<file path="config.mk">
export PLATFORM = sky130hd
export DESIGN_NAME = nw_controller
export DESIGN_NICKNAME = d
export VERILOG_FILES = /design/src/rtl/nw_pkg.sv /design/src/rtl/nw_phase_timer.sv /design/src/rtl/nw_controller.sv
export SDC_FILE = /design/constraint.sdc
export NUM_CORES = 1
export LEC_CHECK = 0
export ABC_AREA = 1
export CAP_MARGIN = 10
export CORE_MARGIN = 3
export CORE_UTILIZATION = 28
export CTS_BUF_LIST = sky130_fd_sc_hd__clkbuf_4 sky130_fd_sc_hd__clkbuf_8 sky130_fd_sc_hd__clkbuf_16
export CTS_CLUSTER_DIAMETER = 200
export CTS_CLUSTER_SIZE = 14
export DETAILED_ROUTE_END_ITERATION = 8
export HOLD_SLACK_MARGIN = 0.02
export RECOVER_POWER = 25
export SYNTH_ARGS = -nofsm -noshare
export SYNTH_HDL_FRONTEND = slang
export SYNTH_HIERARCHICAL = 1
export SYNTH_SLANG_ARGS = --single-unit
</file>
<file path="constraint.sdc">
create_clock -name clk -period 2.4 [get_ports clk]
set_clock_uncertainty 0.1 [all_clocks]
set_input_delay 0.36 -clock clk [delete_from_list [all_inputs] [get_ports clk]]
set_output_delay 0.36 -clock clk [all_outputs]
set_load 0.005 [all_outputs]
</file>
<file path="src/rtl/nw_pkg.sv">
// -----------------------------------------------------------------------------
// nw_pkg
// Shared definitions for the Needleman-Wunsch alignment controller:
//   - 3-bit state encodings (also exported on state_dbg)
//   - default sequence length
//   - scoring constants used by the datapath
//   - control-strobe bundle and a state -> strobe decoder
// -----------------------------------------------------------------------------
package nw_pkg;

    localparam int DEFAULT_N      = 5;

    localparam int SCORE_GAP      = -2;
    localparam int SCORE_MATCH    = 1;
    localparam int SCORE_MISMATCH = -1;

    typedef enum logic [2:0] {
        ST_IDLE  = 3'd0,
        ST_INIT  = 3'd1,
        ST_READ  = 3'd2,
        ST_INS   = 3'd3,
        ST_NEXT  = 3'd4,
        ST_TRACE = 3'd5,
        ST_DONE  = 3'd6,
        ST_ERR   = 3'd7
    } nw_state_e;

    typedef struct packed {
        logic en_init;
        logic en_read;
        logic en_ins;
        logic we;
        logic en_trace_b;
        logic change_index;
        logic busy;
        logic done;
        logic error;
    } nw_ctrl_t;

    // Moore decode: every control output is a pure function of the state.
    function automatic nw_ctrl_t decode_state(input nw_state_e st);
        nw_ctrl_t c;
        c = '0;
        case (st)
            ST_IDLE:  c = '0;
            ST_INIT:  begin c.en_init      = 1'b1; c.we = 1'b1; c.busy = 1'b1; end
            ST_READ:  begin c.en_read      = 1'b1;              c.busy = 1'b1; end
            ST_INS:   begin c.en_ins       = 1'b1; c.we = 1'b1; c.busy = 1'b1; end
            ST_NEXT:  begin c.change_index = 1'b1;              c.busy = 1'b1; end
            ST_TRACE: begin c.en_trace_b   = 1'b1;              c.busy = 1'b1; end
            ST_DONE:  begin c.done         = 1'b1;              c.busy = 1'b1; end
            ST_ERR:   begin c.error        = 1'b1;              c.busy = 1'b1; end
            default:  c = '0;
        endcase
        return c;
    endfunction

endpackage

</file>
<file path="src/rtl/nw_phase_timer.sv">
// -----------------------------------------------------------------------------
// nw_phase_timer
// Loadable down-counter shared by the controller for two mutually exclusive
// jobs: timing the insertion phase and acting as the wait-state watchdog.
// Ports:
//   clk      in   system clock
//   rst      in   synchronous active-high reset (count -> 0)
//   load     in   load load_val (has priority over dec)
//   load_val in   W-bit reload value
//   dec      in   decrement by one, holds at zero
//   tc       out  terminal count: current count is zero
// -----------------------------------------------------------------------------
module nw_phase_timer #(
    parameter int W = 8
) (
    input  logic         clk,
    input  logic         rst,
    input  logic         load,
    input  logic [W-1:0] load_val,
    input  logic         dec,
    output logic         tc
);

    logic [W-1:0] count_q;
    logic [W-1:0] count_d;

    always_comb begin
        count_d = count_q;
        if (load) begin
            count_d = load_val;
        end else if (dec && (count_q != '0)) begin
            count_d = count_q - 1'b1;
        end
    end

    always_ff @(posedge clk) begin
        if (rst) begin
            count_q <= '0;
        end else begin
            count_q <= count_d;
        end
    end

    assign tc = (count_q == '0);

endmodule

</file>
<file path="src/rtl/nw_controller.sv">
// -----------------------------------------------------------------------------
// nw_controller
// Sequencing FSM for a Needleman-Wunsch scoring datapath: initialises row/col 0,
// then for each of the N*N cells reads, inserts (held INS_CYCLES cycles) and
// advances the index, then runs traceback. Wait states are watchdog-guarded;
// a timeout parks the FSM in ERR until reset.
// Ports:
//   clk, rst                 clock, synchronous active-high reset
//   start                    level, sampled only in IDLE
//   end_init, calculated,
//   end_filling, end_c       datapath handshakes
//   en_init, en_read, en_ins,
//   we, en_traceB,
//   change_index             registered datapath control strobes
//   cell_idx                 current cell, row-major, 0-based, saturating
//   busy, done, error        status (done is a 1-cycle pulse, error sticky)
//   state_dbg                current state encoding
// -----------------------------------------------------------------------------
module nw_controller
    import nw_pkg::*;
#(
    parameter int N          = DEFAULT_N,
    parameter int INS_CYCLES = 4,
    parameter int TIMEOUT    = 255
) (
    input  logic                      clk,
    input  logic                      rst,
    input  logic                      start,
    input  logic                      end_init,
    input  logic                      calculated,
    input  logic                      end_filling,
    input  logic                      end_c,
    output logic                      en_init,
    output logic                      en_read,
    output logic                      en_ins,
    output logic                      we,
    output logic                      en_traceB,
    output logic                      change_index,
    output logic [$clog2(N*N)-1:0]    cell_idx,
    output logic                      busy,
    output logic                      done,
    output logic                      error,
    output logic [2:0]                state_dbg
);

    localparam int                IDX_W    = $clog2(N*N);
    localparam logic [IDX_W-1:0]  LAST_IDX = IDX_W'(N*N - 1);
    localparam int                TW       = 8;
    localparam logic [TW-1:0]     INS_LOAD = TW'(INS_CYCLES - 1);
    localparam logic [TW-1:0]     WD_LOAD  = TW'(TIMEOUT - 1);

    nw_state_e        state_q, state_d;
    logic [IDX_W-1:0] cell_idx_q, cell_idx_d;
    logic             fill_seen_q, fill_seen_d;
    nw_ctrl_t         ctrl_q, ctrl_d;

    logic             timer_load;
    logic [TW-1:0]    timer_load_val;
    logic             timer_dec;
    logic             timer_tc;

    // One counter serves both INS duration and the watchdog: the two are
    // never needed in the same state, and it is reloaded on every state change.
    nw_phase_timer #(
        .W(TW)
    ) u_timer (
        .clk      (clk),
        .rst      (rst),
        .load     (timer_load),
        .load_val (timer_load_val),
        .dec      (timer_dec),
        .tc       (timer_tc)
    );

    always_comb begin
        state_d     = state_q;
        cell_idx_d  = cell_idx_q;
        fill_seen_d = fill_seen_q;
        timer_dec   = 1'b0;

        case (state_q)
            ST_IDLE: begin
                if (start) begin
                    state_d    = ST_INIT;
                    cell_idx_d = '0;
                end
            end
            // In the wait states the exit condition is tested before the
            // timeout so a same-cycle handshake always wins.
            ST_INIT: begin
                if (end_init)      state_d   = ST_READ;
                else if (timer_tc) state_d   = ST_ERR;
                else               timer_dec = 1'b1;
            end
            ST_READ: begin
                if (calculated)    state_d   = ST_INS;
                else if (timer_tc) state_d   = ST_ERR;
                else               timer_dec = 1'b1;
            end
            ST_INS: begin
                // Remember end_filling seen on any INS cycle so an early
                // report still ends filling after this insertion completes.
                if (end_filling) fill_seen_d = 1'b1;
                if (timer_tc) begin
                    if (end_filling || fill_seen_q || (cell_idx_q == LAST_IDX))
                        state_d = ST_TRACE;
                    else
                        state_d = ST_NEXT;
                end else begin
                    timer_dec = 1'b1;
                end
            end
            ST_NEXT: begin
                if (cell_idx_q != LAST_IDX) cell_idx_d = cell_idx_q + 1'b1;
                state_d = ST_READ;
            end
            ST_TRACE: begin
                if (end_c)         state_d   = ST_DONE;
                else if (timer_tc) state_d   = ST_ERR;
                else               timer_dec = 1'b1;
            end
            ST_DONE: state_d = ST_IDLE;
            ST_ERR:  state_d = ST_ERR;
            default: state_d = ST_IDLE;
        endcase

        if ((state_d == ST_INS) && (state_q != ST_INS)) fill_seen_d = 1'b0;

        timer_load     = (state_d != state_q);
        timer_load_val = (state_d == ST_INS) ? INS_LOAD : WD_LOAD;

        // Outputs are registered from the next state so they line up with
        // state_q without any input-to-output combinational path.
        ctrl_d = decode_state(state_d);
    end

    always_ff @(posedge clk) begin
        if (rst) begin
            state_q     <= ST_IDLE;
            cell_idx_q  <= '0;
            fill_seen_q <= 1'b0;
            ctrl_q      <= '0;
        end else begin
            state_q     <= state_d;
            cell_idx_q  <= cell_idx_d;
            fill_seen_q <= fill_seen_d;
            ctrl_q      <= ctrl_d;
        end
    end

    assign en_init      = ctrl_q.en_init;
    assign en_read      = ctrl_q.en_read;
    assign en_ins       = ctrl_q.en_ins;
    assign we           = ctrl_q.we;
    assign en_traceB    = ctrl_q.en_trace_b;
    assign change_index = ctrl_q.change_index;
    assign busy         = ctrl_q.busy;
    assign done         = ctrl_q.done;
    assign error        = ctrl_q.error;
    assign cell_idx     = cell_idx_q;
    assign state_dbg    = state_q;

endmodule

</file>
==> results.cfg, run 1 <==
[worst_setup_path]
arrival_ns = 2.34
end_kind = register
slowest_stage = dfxtp_2
path_class = reg -> reg
crit_family = simple AND/OR/NAND/NOR gates
crit_chain = inv_1 > ha_1 > nand2_2 > nor2_4 > or2_2 > o21ai_2 > nand3_2 > nand2_1 > nor3b_4 > nand2_4 > buf_6 > nand2_1 > o21ai_0 > nor2_1 > nor2_1
cp_num_buf_inv = 2
crit_required_ns = 2.47
critPathLaunchType = register
crit_path_max_fanout = 6
max_stage_delay_ns = 0.33

[drt]
top_layer_used = met4
first_pass_iters = 4
wl_met2_um = 1900
route.layer.met1.wl_um = 1810
antenna_left = 0
wl_per_cell_um = 11.0
drt-initial-drc-count = 60
drcViolationCount = 0
drt-total-wl_um = 3930
via_count = 1629
wl_met3_um = 182
detail_route.vias_per_cell = 4.56

[die]
dieHeight_um = 81.1
core_um2 = 5270
io_pins = 24
die_x_um = 81.1
rows = 26
dieArea_um2 = 6570
start_util_pct = 29.9

[power_and_ir_drop]
ir_worst_vdd_mv = 0.540
power_w = 0.00281
powerDensity_nw_per_um2 = 1300
p_leak_nw = 1.02

[grt]
grt_start_max_net_pins = 16
grt_pass1_wl_um = 6770
grt_antenna_before_repair = 0
gr-total-overflow = 0
grtUsageTotal_pct = 13.1
grt_pass1_vias = 1559

[layout]
syn2layout_area_growth_pct = 36.5
drive_gt1_share_pct = 22.3
final_area_um2 = 2150
num_antenna_cells = 0
nNetsFinal = 299

[synthesis]
netlist_area_um2 = 1580
synth_area_leader_cell = dfxtp_1
ys.flop_type = dfxtp_1
synth_top_area_share_pct = 33.0
ys_top_cells_by_count = nand2_1, nor2_1, inv_1, dfxtp_1, nand3_1
seq_area_frac_synth_pct = 33.0
synthCells = 241
ys_seq_elements = 26
syn_nets = 252
yosys.cell_count.top_type = nand2_1
ys_warn_count = 6
synth.distinct_cells = 34
async_flop_share_pct = 0
synth-edff-count = 0
syn_avg_cell_area_um2 = 6.55
synthTopCellsByArea = dfxtp_1, nand2_1, nor2_1, nand3_1, inv_1

[min_path]
hp-class = reg -> reg

[outcome]
status = complete, no violations

[cts]
cts_htree_levels = 1
clock_latency_ns = 0.27
clock-root-buffer = clkbuf_8
cts.path.max_buffers = 2
cts_tree = built
cts_sinks = 26
cts_buffers = 3
clkTransAtPathRegs_ns = 0.09

[sta]
slew_viol_final = 0
hold_viol = 0
finalSetupViolations = 0
rsz0062_at_grt = no
finalCriticalPeriod_ns = 2.26
finalSetupTns_ns = 0
fmax_mhz = 442
fin_crit_sh_pct = 94.3

[placed_design]
placed_area_um2 = 2030
place_congestion = 0.886
hpwl_um = 3080
io_buffers = 23

[job]
cap_violations = 0
-- per-layer routing --
layer | vias up | GRT usage, %
met2 | 30 | 22.4
met4 | 0 | 3.72
met1 | 736 | 16.3
met3 | 5 | 2.99
met5 | - | 0
li1 | 858 | -
-- power breakdown --
| part | leakage, nW | total (W) | internal [W] | switching (W) |
|---|---|---|---|---|
| combinational | 0.771 | 0.00181 | 0.000781 | 0.00103 |
| sequential | 0.214 | 0.000629 | 0.000544 | 0.0000857 |
| clock | 0.0357 | 0.000365 | 0.000223 | 0.000142 |
-- flip-flops by register name, indices dropped and copies added (netlist names) --
name / count
busy: 1
fill_seen_q: 1
en_ins: 1
cell_idx: 5
change_index: 1
u_timer/count_q: 8
done: 1
en_init: 1
state_dbg: 3
we: 1
en_traceB: 1
error: 1
en_read: 1
-- path summary, 6_finish.rpt --
| check | startpoint | end | slack (ns) | cells after the start |
|---|---|---|---|---|
| max | u_timer/count_q[0]$_SDFFE_PP0P_ | u_timer/count_q[1]$_SDFFE_PP0P_ | 0.14 | 15 |
| min | u_timer/count_q[0]$_SDFFE_PP0P_ | u_timer/count_q[0]$_SDFFE_PP0P_ | 0.41 | 2 |
| max reg2reg | u_timer/count_q[0]$_SDFFE_PP0P_ | u_timer/count_q[1]$_SDFFE_PP0P_ | 0.14 | 15 |
| min reg2reg | u_timer/count_q[0]$_SDFFE_PP0P_ | u_timer/count_q[0]$_SDFFE_PP0P_ | 0.41 | 2 |
-- cells in the final DEF, fill, tap and decap left out, types with 3 or more instances in the layout --
cell	netlist	final
nand3_1	24	24
nand2_1	55	53
nor3_1	8	8
inv_2	6	6
buf_4	1	20
ha_1	4	4
nand2_4	2	3
clkbuf_8	0	3
clkdlybuf4s50_1	0	14
dfxtp_2	0	3
dfxtp_1	26	23
nand2_2	8	9
inv_1	30	29
a21oi_1	9	8
o21ai_1	2	5
dlygate4sd3_1	0	9
nand4_1	5	5
nor2_2	3	4
nor2_1	33	31
-- through the flow --
step / utilization [%] / hold slack (ns) / cells / setup slack [ns]
4_1_cts: 39.9 / 0.410 / 355 / 0.0338
3_3_place_gp: 38.4 / 0.390 / 351 / 0.0105
6_report: 40.9 / 0.405 / 357 / 0.138
2_1_floorplan: - / 0.329 / 241 / 0.0113
3_5_place_dp: 38.4 / 0.395 / 351 / -0.0476
5_1_grt: 40.9 / 0.441 / 357 / 0.00106
-- area by class of cell --
type | count | area, µm²
clock buffer | 3 | 41.3
clock inverter | 1 | 30.0
fill | 572 | 3120
inverter | 37 | 145
multi-input combinational | 175 | 928
sequential | 26 | 524
tap | 70 | 87.6
timing repair buffer | 44 | 392
timing repair inverter | 1 | 5.00
-- worst register-to-register path: cells and delay by family (launching register included) --
kind                     cells  cell delay, ns
AND/OR/NAND/NOR             10            1.15
flip-flops                   1            0.33
adder cells (fa/ha/maj)      1            0.20
buffers and inverters        2            0.19
AO/OA/AOI/OAI                2            0.19
-- repair_timing --
| action | in CTS | in global routing |
|---|---|---|
| setup endpoints to repair | 7 | 8 |
| hold buffers | 0 | 0 |
| gates resized for setup | 2 | 18 |
| setup buffers | 0 | 1 |
| endpoints found under the hold margin | 0 | 0 |
| pin swaps | 0 | 4 |
| gates cloned | 0 | 1 |
-- cells by family after synthesis --
family / Yosys count / share of synthesized area (%)
XOR/XNOR: 2 / 1.11
buffers and inverters: 40 / 10.3
other: 1 / 0.238
adder cells (fa/ha/maj): 4 / 3.17
flip-flops: 26 / 33.0
AO/OA/AOI/OAI: 24 / 9.68
AND/OR/NAND/NOR: 144 / 42.5
No activity file was read; power rests on OpenSTA's default activity.
==> run 2, diff against run 1 <==
--- a/config.mk
+++ b/config.mk
@@ -15,6 +15,7 @@
 export DETAILED_ROUTE_END_ITERATION = 8
 export HOLD_SLACK_MARGIN = 0.02
 export RECOVER_POWER = 25
+export SETUP_SLACK_MARGIN = 0.5
 export SYNTH_ARGS = -nofsm -noshare
 export SYNTH_HDL_FRONTEND = slang
 export SYNTH_HIERARCHICAL = 1
==> results.cfg, run 2 (synthesized netlist as in run 1, its figures left out) <==
[outcome]
status = complete, no violations

[die]
die_x_um = 81.1
core_um2 = 5270
start_util_pct = 29.9
rows = 26
io_pins = 24
dieHeight_um = 81.1
dieArea_um2 = 6570

[sta]
finalCriticalPeriod_ns = 2.19
finalSetupViolations = 0
slew_viol_final = 0
fin_crit_sh_pct = 91.1
fmax_mhz = 457
hold_viol = 0
finalSetupTns_ns = 0
rsz0062_at_grt = yes
whs_ns = 0.410

[layout]
layout_common_cells = nand2_1, inv_1, nor2_1, buf_4, dfxtp_1
syn2layout_area_growth_pct = 48.9
drive_gt1_share_pct = 32.4
final_area_um2 = 2350
num_antenna_cells = 0
nNetsFinal = 302
layout_commonest_cell = nand2_1
largest_reg_flops = 8
top_register = u_timer/count_q

[worst_setup_path]
critPathLaunchType = register
path_class = reg -> reg
slowest_stage = dfxtp_1
crit_path_max_fanout = 8
crit_required_ns = 2.51
crit_chain = inv_1 > a21oi_1 > o21ai_4 > nand3_4 > nor2_1 > nor3b_4 > nand2_4 > inv_8 > nand2_8 > inv_8 > nand2_1 > a21oi_1
crit_family = simple AND/OR/NAND/NOR gates
cp_num_buf_inv = 3
end_kind = register
arrival_ns = 2.30
max_stage_delay_ns = 0.49

[power_and_ir_drop]
powerDensity_nw_per_um2 = 1350
p_leak_nw = 1.08
power_w = 0.00318
ir_worst_vdd_mv = 0.487

[grt]
gr-total-overflow = 0
grt_antenna_before_repair = 0
grt_pass1_vias = 1625
grtUsageTotal_pct = 13.2
grt_start_max_net_pins = 16
grt_pass1_wl_um = 6840

[cts]
cts.path.max_buffers = 2
clock_latency_ns = 0.28
cts_sinks = 26
cts_buffers = 3
cts_htree_levels = 1
clkTransAtPathRegs_ns = 0.09
clock-root-buffer = clkbuf_8
ctsHoldBuffers = 0
cts_tree = built

[placed_design]
place_congestion = 0.846
io_buffers = 23
hpwl_um = 3040
placed_area_um2 = 2060

[min_path]
hp-class = reg -> reg

[drt]
wl_per_cell_um = 11.5
via_count = 1637
detail_route.vias_per_cell = 4.55
antenna_left = 0
drt-total-wl_um = 4130
first_pass_iters = 4
drcViolationCount = 0
drt-initial-drc-count = 56

[job]
cap_violations = 0
## run 2: path summary, 6_finish.rpt
path                             from                              end  slack (ns)  cells after the start
max           state_dbg[2]$_SDFF_PP0_  u_timer/count_q[3]$_SDFFE_PP0P_        0.21                     12
min          cell_idx[3]$_SDFFE_PP0P_         cell_idx[3]$_SDFFE_PP0P_        0.41                      2
max reg2reg   state_dbg[2]$_SDFF_PP0_  u_timer/count_q[3]$_SDFFE_PP0P_        0.21                     12
min reg2reg  cell_idx[3]$_SDFFE_PP0P_         cell_idx[3]$_SDFFE_PP0P_        0.41                      2
## run 2: cell type report
type | instances | area [µm²]
multi-input cells | 176 | 1090
inverters | 37 | 156
flip-flops and latches | 26 | 531
clock inverters | 1 | 30.0
repair inverters | 1 | 6.26
fillers | 570 | 2920
clock buffers | 3 | 41.3
repair buffers | 46 | 407
well taps | 70 | 87.6
## run 2: power breakdown
part           internal (W)  switching, W
registers          0.000551      0.000106
clock network      0.000223      0.000145
logic              0.000904       0.00125
total               0.00168       0.00150
## run 2: per-layer routing
metal	up-vias	track usage (%)	part of all wire, %
li1	862	-	-
met4	0	5.07	1.1
met2	25	23.9	54
met5	-	0	0
met3	5	2.33	3.1
met1	745	15.4	42
## run 2: stage by stage
| stage | setup WS (ns) | util, % | std cells |
|---|---|---|---|
| after global routing | 0.0606 | 44.6 | 360 |
| after global placement | -0.0445 | 39.1 | 343 |
| after CTS | 0.258 | 43.3 | 358 |
| final | 0.214 | 44.6 | 360 |
| after floorplan | 0.310 | - | 241 |
| after detailed placement | -0.0582 | 39.1 | 343 |
## run 2: worst reg2reg max path: cells and delay by family (launching register included)
family          cells  cell delay (ns)
simple gates        6             0.65
flops               1             0.49
compound gates      3             0.49
buf+inv             3             0.40
## run 2: timing repair
item                       4_1_cts  5_1_grt
resized for setup               22       18
pin swaps                       17       11
setup endpoints to repair       10       14
buffers inserted                 9        2
cloned                           2        0
==> run 3, diff against run 2 <==
--- a/config.mk
+++ b/config.mk
@@ -7,7 +7,6 @@
 export LEC_CHECK = 0
 export ABC_AREA = 1
 export CAP_MARGIN = 10
-export CORE_MARGIN = 3
 export CORE_UTILIZATION = 28
 export CTS_BUF_LIST = sky130_fd_sc_hd__clkbuf_4 sky130_fd_sc_hd__clkbuf_8 sky130_fd_sc_hd__clkbuf_16
 export CTS_CLUSTER_DIAMETER = 200
==> results.cfg, run 3 (synthesized netlist as in run 1, its figures left out) <==
[die]
die_x_um = 77.1
dieHeight_um = 77.1
io_pins = 24
start_util_pct = 29.9
dieArea_um2 = 5940
rows = 26
core_um2 = 5270

[grt]
grt_antenna_before_repair = 0
grt_pass1_wl_um = 7020
gr-total-overflow = 0
grt_use_met2_pct = 27.7
grtUsageTotal_pct = 14.5
grt_start_max_net_pins = 16
grtUsageMet3_pct = 2.38
top_usage_layer = met2
met1_usage_pct = 17.1
grt_pass1_vias = 1608

[cts]
clock_latency_ns = 0.27
cts_buffers = 3
cts.path.max_buffers = 2
clock-root-buffer = clkbuf_8
cts_sinks = 26
cts_tree = built
cts_htree_levels = 1
clkTransAtPathRegs_ns = 0.09

[worst_setup_path]
reg2reg_depth = 14
path_class = reg -> reg
crit_path_max_fanout = 6
arrival_ns = 2.19
r2r_slack_ns = 0.26
critPathLaunchType = register
crit_required_ns = 2.46
slowest_stage = dfxtp_2
cpMostUsedCell = nand2_4
end_kind = register
cp_num_buf_inv = 2
crit_family = simple AND/OR/NAND/NOR gates
worstSetupPathDepth = 14
crit_chain = inv_2 > ha_4 > nand2_4 > nor2_4 > or2_4 > o21ai_4 > nand3_4 > nand2_2 > nor3b_4 > nand2_4 > inv_8 > nand2_8 > nor2_1 > nor3_1
max_stage_delay_ns = 0.35

[drt]
antenna_left = 0
drt-initial-drc-count = 59
drt-total-wl_um = 4190
detail_route.vias_per_cell = 4.57
wl_per_cell_um = 11.7
via_count = 1640
first_pass_iters = 4
drcViolationCount = 0

[sta]
finalCriticalPeriod_ns = 2.14
rsz0062_at_grt = yes
fmax_mhz = 468
hold_viol = 0
fin_crit_sh_pct = 89.1
finalSetupTns_ns = 0
whs_ns = 0.417
slew_viol_final = 0
finalSetupViolations = 0

[power_and_ir_drop]
power_w = 0.00320
powerDensity_nw_per_um2 = 1350
p_leak_nw = 1.07
ir_worst_vdd_mv = 0.726

[placed_design]
io_buffers = 23
hpwl_um = 3080
place_congestion = 0.867

[layout]
largest_reg_flops = 8
layout_common_cells = nand2_1, inv_1, nor2_1, buf_4, dfxtp_1
nNetsFinal = 301
layout_commonest_cell = nand2_1
top_register = u_timer/count_q
fillers = 554
num_antenna_cells = 0
drive_gt1_share_pct = 34.9
syn2layout_area_growth_pct = 50.0

[outcome]
status = complete, no violations

[min_path]
hp-class = reg -> reg
holdPathStages = 2

[job]
cap_violations = 0
[run 3: cell types whose count changed in the layout (fill, tap and decap cells not counted), sizes merged]
cell    before  now
buf         23   22
inv         38   37
clkinv       0    1
[run 3: cell type report]
| cell class | count | area [µm²] | area share [%] |
|---|---|---|---|
| flip-flops and latches | 26 | 533 | 22.5 |
| repair inverters | 1 | 6.26 | 0.264 |
| well taps | 70 | 87.6 | 3.70 |
| inverters | 37 | 154 | 6.50 |
| clock buffers | 3 | 41.3 | 1.74 |
| multi-input cells | 176 | 1120 | 47.1 |
| repair buffers | 45 | 399 | 16.9 |
| clock inverters | 1 | 30.0 | 1.27 |
[run 3: path summary, 6_finish.rpt]
kind | to | startpoint
worst max register to register | u_timer/count_q[0]$_SDFFE_PP0P_ | u_timer/count_q[1]$_SDFFE_PP0P_
worst min-delay path | cell_idx[3]$_SDFFE_PP0P_ | cell_idx[3]$_SDFFE_PP0P_
worst max-delay path | u_timer/count_q[0]$_SDFFE_PP0P_ | u_timer/count_q[1]$_SDFFE_PP0P_
worst min register to register | cell_idx[3]$_SDFFE_PP0P_ | cell_idx[3]$_SDFFE_PP0P_
[run 3: worst register-to-register path, delay by kind of cell (launching register included)]
family	cells	cell delay, ns
buffers and inverters	2	0.17
AOI/OAI and AO/OA	1	0.15
DFF	1	0.35
adders and majority gates	1	0.16
and+or+nand+nor	10	1.10
[run 3: report_power, final]
group	switching, W	internal, W	leakage, nW
combinational	0.00126	0.000913	0.822
clock	0.000136	0.000223	0.0357
sequential	0.000116	0.000554	0.215
[run 3: repair_timing]
action,CTS,global route
setup endpoints to repair,9,15
hold buffers,0,0
resized for setup,27,19
pin swaps,25,12
cloned,2,0
buffers inserted,8,3
[run 3: per-layer routing]
layer  vias up  part of all wire, %  wire length (µm)
met5         -                    0                 0
met4         0                 0.36                15
met3         2                  3.6               150
met2        23                   52              2190
met1       751                   44              1830
li1        864                    -                 -
[run 3: through the flow]
stage                     cells  utilization [%]  area, µm²  worst slack, ns
after floorplan             241                -       1690            0.310
after global placement      342             39.0       2050          -0.0173
after detailed placement    342             39.0       2050          -0.0540
after CTS                   356             43.4       2290            0.265
after global routing        359             44.9       2370            0.124
final                       359             44.9       2370            0.262
==> RTL change, RTL diff (settings of run 1) <==
`TW`: 8 -> 12.
--- a/src/rtl/nw_controller.sv
+++ b/src/rtl/nw_controller.sv
@@ -45,7 +45,7 @@
 
     localparam int                IDX_W    = $clog2(N*N);
     localparam logic [IDX_W-1:0]  LAST_IDX = IDX_W'(N*N - 1);
-    localparam int                TW       = 8;
+    localparam int                TW       = 12;
     localparam logic [TW-1:0]     INS_LOAD = TW'(INS_CYCLES - 1);
     localparam logic [TW-1:0]     WD_LOAD  = TW'(TIMEOUT - 1);
 
Function: no difference found for any inputs over 10 cycles, from zero or initial values and one cycle with rst high; that may be too few to reach the edited logic, so the function may still have changed.
==> RTL change against run 1 <==
The run now ends with setup timing left. Synthesized area is 20% higher. Sequential power is 15% higher. Sequential cell count is 4 higher. Critical endpoint is now u_timer/count_q[4]$_SDFFE_PP0P_. Count of clock-buffer cells in the layout is 3 higher. Power is 35% higher. Wire length is 35% higher. Setup slack worse by 250 ps. Critical path depth is 1 lower. Design area is 33% higher. Highest routed layer unchanged.
==> RTL change: results (changes against run 1) <==
postcts setup bufs 3 (+3); CTS Buf Count 5 (+2); WL per Instance 12.2 um (+11%); final hold slack 416 ps (+10.5 ps); endpoints failing setup 12 (+12); status complete, but fails checks; post-cts resize count 30 (+28); Leak Pwr 1.28 nW (+25%); sequential fraction of total cell area 21.3% (-3.1 points); Total GRT Usage 14.0% (+0.97 points); layout cells sized above 1 36.3% (+14 points); Reg clk slew, reported paths 70 ps (-20 ps); Non-clock buffers 65 (+48%); Commonest cells post-synth nand2_1, nor2_1, inv_1; Nets 368 (+23%); Worst Reg-to-Reg Cells 14 (-1); post-placement setup slack -234 ps (-186 ps); Non-CTS inverters 40 (+5.3%); post-synthesis adder-cell area fraction 2.64% (-0.54 points); CLK BUF 6 (+3); met2 Use GR 23.9% (+1.5 points); syn avg cell area 6.64 sq um (+1.4%); fin worst setup slack -109 ps (-247 ps); routability cong. 0.887 (+0.11%); comb_multi_in 215 (+23%); reg-to-reg slack, setup -110 ps (-250 ps); initial DRC count 107 (+78%); met2 wire length 2660 um (+40%); TNS Setup -433 ps (-433 ps); DRT met1 WL 2300 um (+27%); violated checks setup timing; Data buffer area share 20.4% (+2.2 points); hpwl dp 3760 um (+22%); ranking of synthesized cells by area dfxtp_1, nand2_1, nor2_1, inv_1, nand3_1; fillers 643 (+12%); switching part of the total 45.6% (+0.79 points); Largest register FFs 12 (+4); GR Util met1 17.2% (+0.87 points)
==> RTL change: worst max path at each step <==
stage	endpoint	start	slack, ps	cells past startpoint
after floorplan	u_timer/count_q[11]$_SDFFE_PP0P_	u_timer/count_q[0]$_SDFFE_PP0P_	4	19
after global placement	u_timer/count_q[4]$_SDFFE_PP0P_	u_timer/count_q[0]$_SDFFE_PP0P_	-110	15
after detailed placement	u_timer/count_q[4]$_SDFFE_PP0P_	u_timer/count_q[1]$_SDFFE_PP0P_	-230	18
after CTS	u_timer/count_q[4]$_SDFFE_PP0P_	u_timer/count_q[1]$_SDFFE_PP0P_	-40	17
after global routing	u_timer/count_q[4]$_SDFFE_PP0P_	u_timer/count_q[7]$_SDFFE_PP0P_	-260	16
final	u_timer/count_q[4]$_SDFFE_PP0P_	u_timer/count_q[7]$_SDFFE_PP0P_	-110	14
